==> src/rtl/hex_chars_pkg.sv <==
// Shared definitions for the HEX display character path.
// Character codes are 3 bits wide; the downstream seven_seg_decoder maps
// H=000, E=001, L=010, O=011 and blank=111. Codes 100-110 are legal
// pass-through values and are never altered by the rotator.
package hex_chars_pkg;

    localparam int CHAR_W = 3;

    typedef logic [CHAR_W-1:0] char_t;

    localparam char_t CH_H     = 3'b000;
    localparam char_t CH_E     = 3'b001;
    localparam char_t CH_L     = 3'b010;
    localparam char_t CH_O     = 3'b011;
    localparam char_t CH_BLANK = 3'b111;

    // "HELLO" on a 5-digit bank, leftmost character in the top digit.
    localparam int HELLO_DIGITS = 5;
    localparam logic [CHAR_W*HELLO_DIGITS-1:0] HELLO_WORD = {CH_H, CH_E, CH_L, CH_L, CH_O};

    // Width of the rotation-offset counter; never narrower than one bit.
    function automatic int pos_width(input int digits);
        return (digits > 1) ? $clog2(digits) : 1;
    endfunction

endpackage

==> src/rtl/hex_word_rotator_if.sv <==
// Control/data bundle between the word source and the rotator.
// master: drives load/load_word/run/dir/step, observes char_out/pos/tick.
// slave : the rotator itself.
interface hex_word_rotator_if #(
    parameter int DIGITS = 5,
    parameter int POS_W  = hex_chars_pkg::pos_width(DIGITS)
);
    import hex_chars_pkg::*;

    logic                     load;
    logic [CHAR_W*DIGITS-1:0] load_word;
    logic                     run;
    logic                     dir;
    logic                     step;
    logic [CHAR_W*DIGITS-1:0] char_out;
    logic [POS_W-1:0]         pos;
    logic                     tick;

    modport master (
        output load, load_word, run, dir, step,
        input  char_out, pos, tick
    );

    modport slave (
        input  load, load_word, run, dir, step,
        output char_out, pos, tick
    );

endinterface

==> src/rtl/hex_word_rotator_tick_prescaler.sv <==
// Rotation-rate prescaler.
// Ports: CLOCK_50 (clock), reset (sync, active-high), en (count enable,
// the run input), clr (restart from 0, the load input), tick (advance
// request for the current cycle).
// tick is decoded from the count register so the top can apply the rotation
// and register its own tick strobe on the very same edge.
module tick_prescaler #(
    parameter int TICK_DIV = 50_000_000
) (
    input  logic CLOCK_50,
    input  logic reset,
    input  logic en,
    input  logic clr,
    output logic tick
);

    localparam int CNT_W = (TICK_DIV > 1) ? $clog2(TICK_DIV) : 1;
    localparam logic [CNT_W-1:0] CNT_MAX = CNT_W'(TICK_DIV - 1);

    logic [CNT_W-1:0] r_count;
    logic             w_at_max;

    // Terminal-count decode; a coincident clear suppresses the request.
    always_comb begin
        w_at_max = (r_count == CNT_MAX);
        tick     = en & ~clr & w_at_max;
    end

    // Count 0..TICK_DIV-1 while enabled, hold otherwise, restart on clear.
    always_ff @(posedge CLOCK_50) begin
        if (reset) begin
            r_count <= {CNT_W{1'b0}};
        end else if (clr) begin
            r_count <= {CNT_W{1'b0}};
        end else if (en) begin
            if (w_at_max) begin
                r_count <= {CNT_W{1'b0}};
            end else begin
                r_count <= r_count + CNT_W'(1);
            end
        end else begin
            r_count <= r_count;
        end
    end

endmodule

==> src/rtl/hex_word_rotator.sv <==
// Scrolling character source for the HEX display bank.
// Ports: CLOCK_50 (clock), reset (sync, active-high), bus (slave side of
// hex_word_rotator_if): load/load_word capture a new word, run enables the
// prescaler, dir selects scroll direction (0 = toward higher digit index),
// step requests one rotation; char_out is the registered word (digit i at
// bits [3i+2:3i]), pos the rotation offset since the last load and tick a
// one-cycle strobe marking prescaler-driven rotations.
module hex_word_rotator
    import hex_chars_pkg::*;
#(
    parameter int DIGITS   = 5,
    parameter int TICK_DIV = 50_000_000
) (
    input  logic                CLOCK_50,
    input  logic                reset,
    hex_word_rotator_if.slave   bus
);

    localparam int WORD_W = CHAR_W * DIGITS;
    localparam int POS_W  = pos_width(DIGITS);
    localparam logic [POS_W-1:0] POS_MAX = POS_W'(DIGITS - 1);

    logic [WORD_W-1:0] r_word;
    logic [POS_W-1:0]  r_pos;
    logic              r_tick;

    logic              w_auto;
    logic              w_advance;
    logic [WORD_W-1:0] w_rot_left;
    logic [WORD_W-1:0] w_rot_right;
    logic [WORD_W-1:0] w_word_next;
    logic [POS_W-1:0]  w_pos_next;

    tick_prescaler #(
        .TICK_DIV (TICK_DIV)
    ) u_prescaler (
        .CLOCK_50 (CLOCK_50),
        .reset    (reset),
        .en       (bus.run),
        .clr      (bus.load),
        .tick     (w_auto)
    );

    // Both rotations of the current word plus the matching offset update.
    always_comb begin
        w_rot_left  = {WORD_W{1'b0}};
        w_rot_right = {WORD_W{1'b0}};
        for (int i = 0; i < DIGITS; i++) begin
            w_rot_left[CHAR_W*i +: CHAR_W]  = r_word[CHAR_W*((i + DIGITS - 1) % DIGITS) +: CHAR_W];
            w_rot_right[CHAR_W*i +: CHAR_W] = r_word[CHAR_W*((i + 1) % DIGITS) +: CHAR_W];
        end
        if (bus.dir) begin
            w_word_next = w_rot_right;
            w_pos_next  = (r_pos == {POS_W{1'b0}}) ? POS_MAX : (r_pos - POS_W'(1));
        end else begin
            w_word_next = w_rot_left;
            w_pos_next  = (r_pos == POS_MAX) ? {POS_W{1'b0}} : (r_pos + POS_W'(1));
        end
        // A step coinciding with an automatic advance still rotates once.
        w_advance = w_auto | bus.step;
    end

    // Word, offset and tick registers: reset > load > advance.
    always_ff @(posedge CLOCK_50) begin
        if (reset) begin
            r_word <= {DIGITS{CH_BLANK}};
            r_pos  <= {POS_W{1'b0}};
            r_tick <= 1'b0;
        end else if (bus.load) begin
            r_word <= bus.load_word;
            r_pos  <= {POS_W{1'b0}};
            r_tick <= 1'b0;
        end else if (w_advance) begin
            r_word <= w_word_next;
            r_pos  <= w_pos_next;
            r_tick <= w_auto;
        end else begin
            r_word <= r_word;
            r_pos  <= r_pos;
            r_tick <= 1'b0;
        end
    end

    assign bus.char_out = r_word;
    assign bus.pos      = r_pos;
    assign bus.tick     = r_tick;

endmodule

==> src/flat_wrapper.sv <==
// flat-port wrapper written by rule: the top's interface ports become plain ports
module hex_word_rotator_flat import hex_chars_pkg::*;
#(
    parameter int DIGITS   = 5,
    parameter int TICK_DIV = 50_000_000
)
  (CLOCK_50, reset, bus_load, bus_load_word, bus_run, bus_dir, bus_step, bus_char_out, bus_pos, bus_tick);
  hex_word_rotator_if #(.DIGITS(DIGITS)) bus_i ();
  input  logic CLOCK_50;
  input  logic reset;
  input wire logic [$bits(bus_i.load)-1:0] bus_load;
  input wire logic [$bits(bus_i.load_word)-1:0] bus_load_word;
  input wire logic [$bits(bus_i.run)-1:0] bus_run;
  input wire logic [$bits(bus_i.dir)-1:0] bus_dir;
  input wire logic [$bits(bus_i.step)-1:0] bus_step;
  output wire logic [$bits(bus_i.char_out)-1:0] bus_char_out;
  output wire logic [$bits(bus_i.pos)-1:0] bus_pos;
  output wire logic [$bits(bus_i.tick)-1:0] bus_tick;
  assign bus_i.load = bus_load;
  assign bus_i.load_word = bus_load_word;
  assign bus_i.run = bus_run;
  assign bus_i.dir = bus_dir;
  assign bus_i.step = bus_step;
  assign bus_char_out = bus_i.char_out;
  assign bus_pos = bus_i.pos;
  assign bus_tick = bus_i.tick;
  hex_word_rotator #(.DIGITS(DIGITS), .TICK_DIV(TICK_DIV)) u_core (.CLOCK_50(CLOCK_50), .reset(reset), .bus(bus_i));
endmodule
==> config.mk <==
export PLATFORM = sky130hd
export DESIGN_NAME = hex_word_rotator_flat
export DESIGN_NICKNAME = d
export VERILOG_FILES = /design/src/rtl/hex_chars_pkg.sv /design/src/rtl/hex_word_rotator_if.sv /design/src/rtl/hex_word_rotator_tick_prescaler.sv /design/src/rtl/hex_word_rotator.sv /design/src/flat_wrapper.sv
export SDC_FILE = /design/constraint.sdc
export NUM_CORES = 1
export LEC_CHECK = 0
export ABC_AREA = 1
export BUFFER_PORTS_ARGS = -buffer_cell sky130_fd_sc_hd__buf_2
export CAP_MARGIN = 25
export CORE_MARGIN = 5
export CORE_UTILIZATION = 47
export DETAILED_ROUTE_END_ITERATION = 10
export PLACE_DENSITY_LB_ADDON = 0.12
export SLEW_MARGIN = 20
export SYNTH_ARGS = -nofsm -noshare
export SYNTH_HDL_FRONTEND = slang
export SYNTH_SLANG_ARGS = --single-unit
==> constraint.sdc <==
create_clock -name CLOCK_50 -period 2.2 [get_ports CLOCK_50]
set_input_delay 0.33 -clock CLOCK_50 [delete_from_list [all_inputs] [get_ports CLOCK_50]]
set_output_delay 0.33 -clock CLOCK_50 [all_outputs]
set_load 0.01 [all_outputs]
==> results of run 1 <==
-- cell families after synthesis --
group | share of synthesized area, %
simple gates | 44.26
xor+xnor | 1.655
fa+ha+maj | 2.364
flops | 34.04
buf+inv | 9.456
compound gates | 8.227
-- registers in the layout (all words and copies together), names as in the netlist --
| register | flops |
|---|---|
| u_core.bus.char_out | 15 |
| u_core.bus.pos | 3 |
| u_core.bus.tick | 1 |
| u_core.u_prescaler.r_count | 26 |
-- where the power goes --
part           total (uW)  leakage [uW]  switching, uW  internal [uW]
Clock                 730     0.0000681            279            451
Combinational         224      0.000903            137           87.3
Sequential            869      0.000367           27.7            841
Total                1820       0.00134            443           1380
-- layout by cell type, fill, tap and decap left out, types with 7 or more instances in the layout --
master and count:
nand2_1 110, nor2_1 65, dfxtp_1 45, inv_1 42
buf_2 39, nand3_1 35, o21ai_0 25, nand4_1 21
nor3_1 8, a21oi_1 7
-- tightest hold or removal path, stage by stage --
cell and delay (ns):
buf_2 0.07, nand2_1 0.04, o21ai_0 0.06, nand2_1 0.05, nand3_1 0.05
-- stage by stage --
| step | total power (uW) | instances | setup WS, ns | hold WS, ns | cell area (um^2) |
|---|---|---|---|---|---|
| after floorplan | 1031 | 414 | 0.6979 | 0.4590 | 2646 |
| after global placement | 1109 | 516 | 0.5668 | 0.4821 | 2892 |
| after detailed placement | 1112 | 516 | 0.4895 | 0.4946 | 2892 |
| after CTS | 1843 | 524 | 0.4793 | 0.3383 | 3025 |
| after global routing | 1908 | 524 | 0.2835 | 0.3607 | 3025 |
| final | 1823 | 524 | 0.4842 | 0.3411 | 3025 |
-- path summary, 6_finish.rpt --
check                                    to  slack, ns  cells past startpoint
max                       u_core.bus.pos[1]       0.48                     10
min                  u_core.bus.char_out[0]       0.34                      5
max reg2reg               u_core.bus.pos[1]       0.48                     10
min reg2reg  u_core.u_prescaler.r_count[12]       0.52                      2
-- cell type report --
class | instances | area (um^2) | area share (%)
clock inverters | 3 | 65.06 | 2.151
well taps | 72 | 90.09 | 2.978
flip-flops and latches | 45 | 900.9 | 29.78
multi-input cells | 308 | 1495 | 49.42
clock buffers | 5 | 68.82 | 2.275
inverters | 48 | 180.2 | 5.955
repair buffers | 43 | 225.2 | 7.444
-- layer usage --
layer	vias up	GRT usage [%]	wire length [um]
li1	1407	-	-
met1	1181	23.04	3012
met2	77	31.50	3114
met3	8	3.786	410
met4	0	6.187	107
met5	-	0	0
==> flow_summary.json, run 1 <==
{
  "core_area_mm2": 0.005473,
  "power_density_mw_per_mm2": 602.6,
  "power.leakage_uw": 0.001339,
  "cts-buffers-inserted": 5,
  "initial_utilization_pct": 48.35,
  "num_vias": 2673,
  "wl_per_cell_um": 12.68,
  "clock.fmax_mhz": 582.8,
  "grt_max_degree": 23,
  "syn_area_per_cell_um2": 6.392,
  "post_cts_buffers": 0,
  "synthFlopType": "dfxtp_1",
  "async_flop_share_pct": 0,
  "syn_to_final_growth_pct": 14.33,
  "skew_ns": 0.005071,
  "drtIter0Drc": 147,
  "clock-sinks": 45,
  "cp_cell_sequence": "ha_1 -> nand2_2 -> nor2_4 -> nand2_1 -> nor2_4 -> nand3_4 -> nand2_1 -> nand2_1 -> nand2_1 -> nor2_1",
  "clockBufferDepth": 2,
  "clk_pin_slew_worst_paths_ns": 0.08,
  "cts_root_buf": "clkbuf_8",
  "yosysMostFrequentCell": "nand2_1",
  "fillCellCount": 585,
  "cpMostUsedCell": "nand2_1",
  "syn_area_mm2": 0.002646,
  "synthTopCellsByCount": "nand2_1, nor2_1, dfxtp_1",
  "hold_buffers": 0,
  "synth_cell_type_count": 30,
  "period_needed_ns": 1.716,
  "synth_nets": 440,
  "overflow": 0,
  "cp.arrival_ns": 1.91,
  "drt-total-wl_um": 6644,
  "rr_startpoint": "u_core.u_prescaler.r_count[1]",
  "drc": 0,
  "critPathLaunch": "u_core.u_prescaler.r_count[1]",
  "antenna_left": 0,
  "crit_path_top_delay_cell": "dfxtp_1",
  "slowest_delay_ns": 0.38,
  "synth_area_leader_cell": "dfxtp_1",
  "hold_viol": 0,
  "yosysTopAreaCellShare_pct": 34.04,
  "synth_seq_area_share_pct": 34.04,
  "tightest_slew_ns": 0.4919,
  "insertion_delay_ns": 0.30,
  "ys_ff_latch": 45,
  "drv_slew": 0,
  "hold_path.startpoint": "bus_load_word[0]",
  "outcome": "finished clean",
  "slew-limit-headroom_pct": 67.17,
  "synthTopCellsByArea": "dfxtp_1, nand2_1, nor2_1",
  "setup.worst_path.end_class": "flop",
  "cp_max_fo": 19,
  "finalSetupViolations": 0,
  "yosysWarnings": 0,
  "rows": 27,
  "cap_violations": 0,
  "finish.utilization_pct": 55.28,
  "grt_pass1_vias": 2478,
  "synth-edff-count": 0,
  "period_share_pct": 77.99,
  "diodes": 0,
  "place.gp.congestion": 0.9189,
  "dr.pass1.iters": 4,
  "hp-class": "in -> reg",
  "cts_tree": "done",
  "dp_hpwl_um": 5008,
  "drive_gt1_share_pct": 15.27,
  "grt_use_total_pct": 18.44,
  "synth_cells": 414,
  "cp.required_ns": 2.40,
  "critical_path_class": "reg -> reg",
  "antenna_found_initial": 0,
  "vias_per_cell": 5.101,
  "dieArea_mm2": 0.007231,
  "peakVddDrop_mv": 0.4508,
  "worst-path-buf-inv": 0,
  "start_kind": "flop",
  "grt_pass1_wl_um": 11120,
  "critPathTopFamily": "simple AND/OR/NAND/NOR gates",
  "die_h_um": 85.04,
  "htreeDepth": 2,
  "grt_setup_unrepaired": "false",
  "nNetsFinal": 477,
  "die_w_um": 85.04,
  "port_buffers": 39,
  "io_pins": 40,
  "setup_tns_ns": 0,
  "cts-resized-gates": 0
}
No activity file was read; power rests on OpenSTA's default activity.
==> run 2: changes to the inputs <==
clock period = 1.4 ns   (was 2.2 ns; I/O delays follow)
==> run 2 against run 1 <==
The run now ends with negative setup slack left. Via count is 8.2% higher. Clock skew increased by 0.0027 ns. Final area is 18% higher. Critical endpoint is now u_core.u_prescaler.r_count[0].
==> flow_summary.json, run 2 (synthesis results as in run 1) <==
{
  "violations": "negative setup slack",
  "wl_per_cell_um": 12.73,
  "slew-limit-headroom_pct": 70.96,
  "crit_path_top_delay_cell": "dfxtp_4",
  "p_int_uw": 1880,
  "power_density_mw_per_mm2": 721.2,
  "cp.required_ns": 1.59,
  "hold_viol": 0,
  "htreeDepth": 2,
  "skew_ns": 0.007746,
  "dieArea_mm2": 0.007231,
  "period_needed_ns": 1.541,
  "cap_violations": 0,
  "nNetsFinal": 526,
  "peakVddDrop_mv": 0.4475,
  "drive_gt1_share_pct": 30.80,
  "cts_tree": "done",
  "drt-total-wl_um": 7284,
  "grt_pass1_vias": 2793,
  "period_share_pct": 110.1,
  "slowest_delay_ns": 0.37,
  "sw_frac_of_total_pct": 26.87,
  "diodes": 0,
  "dp_hpwl_um": 5373,
  "cp.depth": 10,
  "fillCellCount": 506,
  "cp_max_fo": 4,
  "cp.arrival_ns": 1.73,
  "fin_ws_ns": -0.1407,
  "clock-sinks": 45,
  "antenna_left": 0,
  "cts_root_buf": "clkbuf_8",
  "clk_pin_slew_worst_paths_ns": 0.07,
  "reg2reg_depth": 10,
  "overflow": 0,
  "insertion_delay_ns": 0.30,
  "p_clk_share_pct": 31.4,
  "power.switching_uw": 690.9,
  "setup.worst_path.end_class": "flop",
  "grt_use_total_pct": 20.26,
  "clockBufferDepth": 2,
  "seqPwrFrac_pct": 53.1,
  "antenna_found_initial": 0,
  "num_vias": 2893,
  "drtIter0Drc": 152,
  "grt_setup_unrepaired": "true",
  "drc": 0,
  "setup_tns_ns": -3.279,
  "final_cell_mix": "nand2_1, nor2_1, buf_4",
  "port_buffers": 39,
  "place.gp.congestion": 0.9277,
  "critical_path_class": "reg -> reg",
  "dr.pass1.iters": 4,
  "die_w_um": 85.04,
  "die_h_um": 85.04,
  "vias_per_cell": 5.058,
  "initial_utilization_pct": 48.35,
  "rows": 27,
  "critPathTopFamily": "simple AND/OR/NAND/NOR gates",
  "worst-path-buf-inv": 2,
  "hold-path-cell-count": 4,
  "largest_register_ff_count": 26,
  "place_ws_ns": -0.1331,
  "power.leakage_uw": 0.001620,
  "p_comb_share_pct": 15.5,
  "cts-buffers-inserted": 5,
  "p_total_uw": 2571,
  "drv_slew": 0,
  "max_flop_register": "u_core.u_prescaler.r_count",
  "final_common_cell": "nand2_1",
  "io_pins": 40,
  "outcome": "finished with violations",
  "start_kind": "flop",
  "syn_to_final_growth_pct": 34.70,
  "grt_max_degree": 21,
  "finalSetupViolations": 37,
  "clock.fmax_mhz": 649.1,
  "tightest_slew_ns": 0.4351,
  "core_area_mm2": 0.005473,
  "cp_cell_sequence": "ha_4 -> nand2_4 -> nor2_4 -> nand2_2 -> nor2_4 -> buf_6 -> nand3_4 -> nand2_4 -> buf_6 -> nor3b_2",
  "hp-class": "in -> reg",
  "grt_pass1_wl_um": 12180
}
[run 2: worst paths after layout]
path | from | end | slack (ns)
hold reg to reg | u_core.bus.char_out[9] | u_core.bus.char_out[9] | 0.52
setup reg to reg | u_core.u_prescaler.r_count[1] | u_core.u_prescaler.r_count[0] | -0.14
setup / recovery | u_core.u_prescaler.r_count[1] | u_core.u_prescaler.r_count[0] | -0.14
hold / removal | reset | u_core.u_prescaler.r_count[1] | 0.22
[run 2: area by class of cell]
type | count | area, um^2 | area share, %
Clock buffer | 7 | 86.33 | 2.422
Sequential cell | 45 | 912.1 | 25.59
Timing Repair Buffer | 92 | 626.9 | 17.59
Multi-Input combinational cell | 308 | 1662 | 46.61
Inverter | 48 | 187.7 | 5.265
Tap cell | 72 | 90.09 | 2.527
[run 2: through the flow]
stage / cell area [um^2] / cells / hold slack (ns) / util [%]
finish: 3565 / 572 / 0.2200 / 65.13
global route: 3565 / 572 / 0.2199 / 65.13
CTS: 3461 / 571 / 0.2015 / 63.24
detailed placement: 3248 / 561 / 0.4951 / 59.35
global placement: 3248 / 561 / 0.4835 / 59.35
floorplan: 2669 / 414 / 0.3610 / -
[run 2: timing repair]
action	CTS	global route
pin swaps	17	16
hold buffers	0	0
resized for setup	26	30
setup buffers	3	1
endpoints found under the setup margin	37	42
[run 2: worst register-to-register path: stages, from the launching register on]
cell and delay (ns):
dfxtp_4 0.37, ha_4 0.16, nand2_4 0.05, nor2_4 0.11
nand2_2 0.09, nor2_4 0.15, buf_6 0.13, nand3_4 0.09
nand2_4 0.13, buf_6 0.13, nor3b_2 0.04
[run 2: power by group through the flow]
stage / Sequential [uW] / Clock (uW) / Combinational, uW
final: 1360 / 808 / 399
after global placement: 1390 / 0 / 373
after detailed placement: 1400 / 0 / 378
after global routing: 1370 / 892 / 444
after CTS: 1370 / 842 / 390
after floorplan: 1410 / 0 / 217
[run 2: layer usage]
layer	wire length, um	track usage [%]
met5	0	0
met4	179	8.921
met1	3188	23.48
met3	365	4.466
met2	3552	35.52
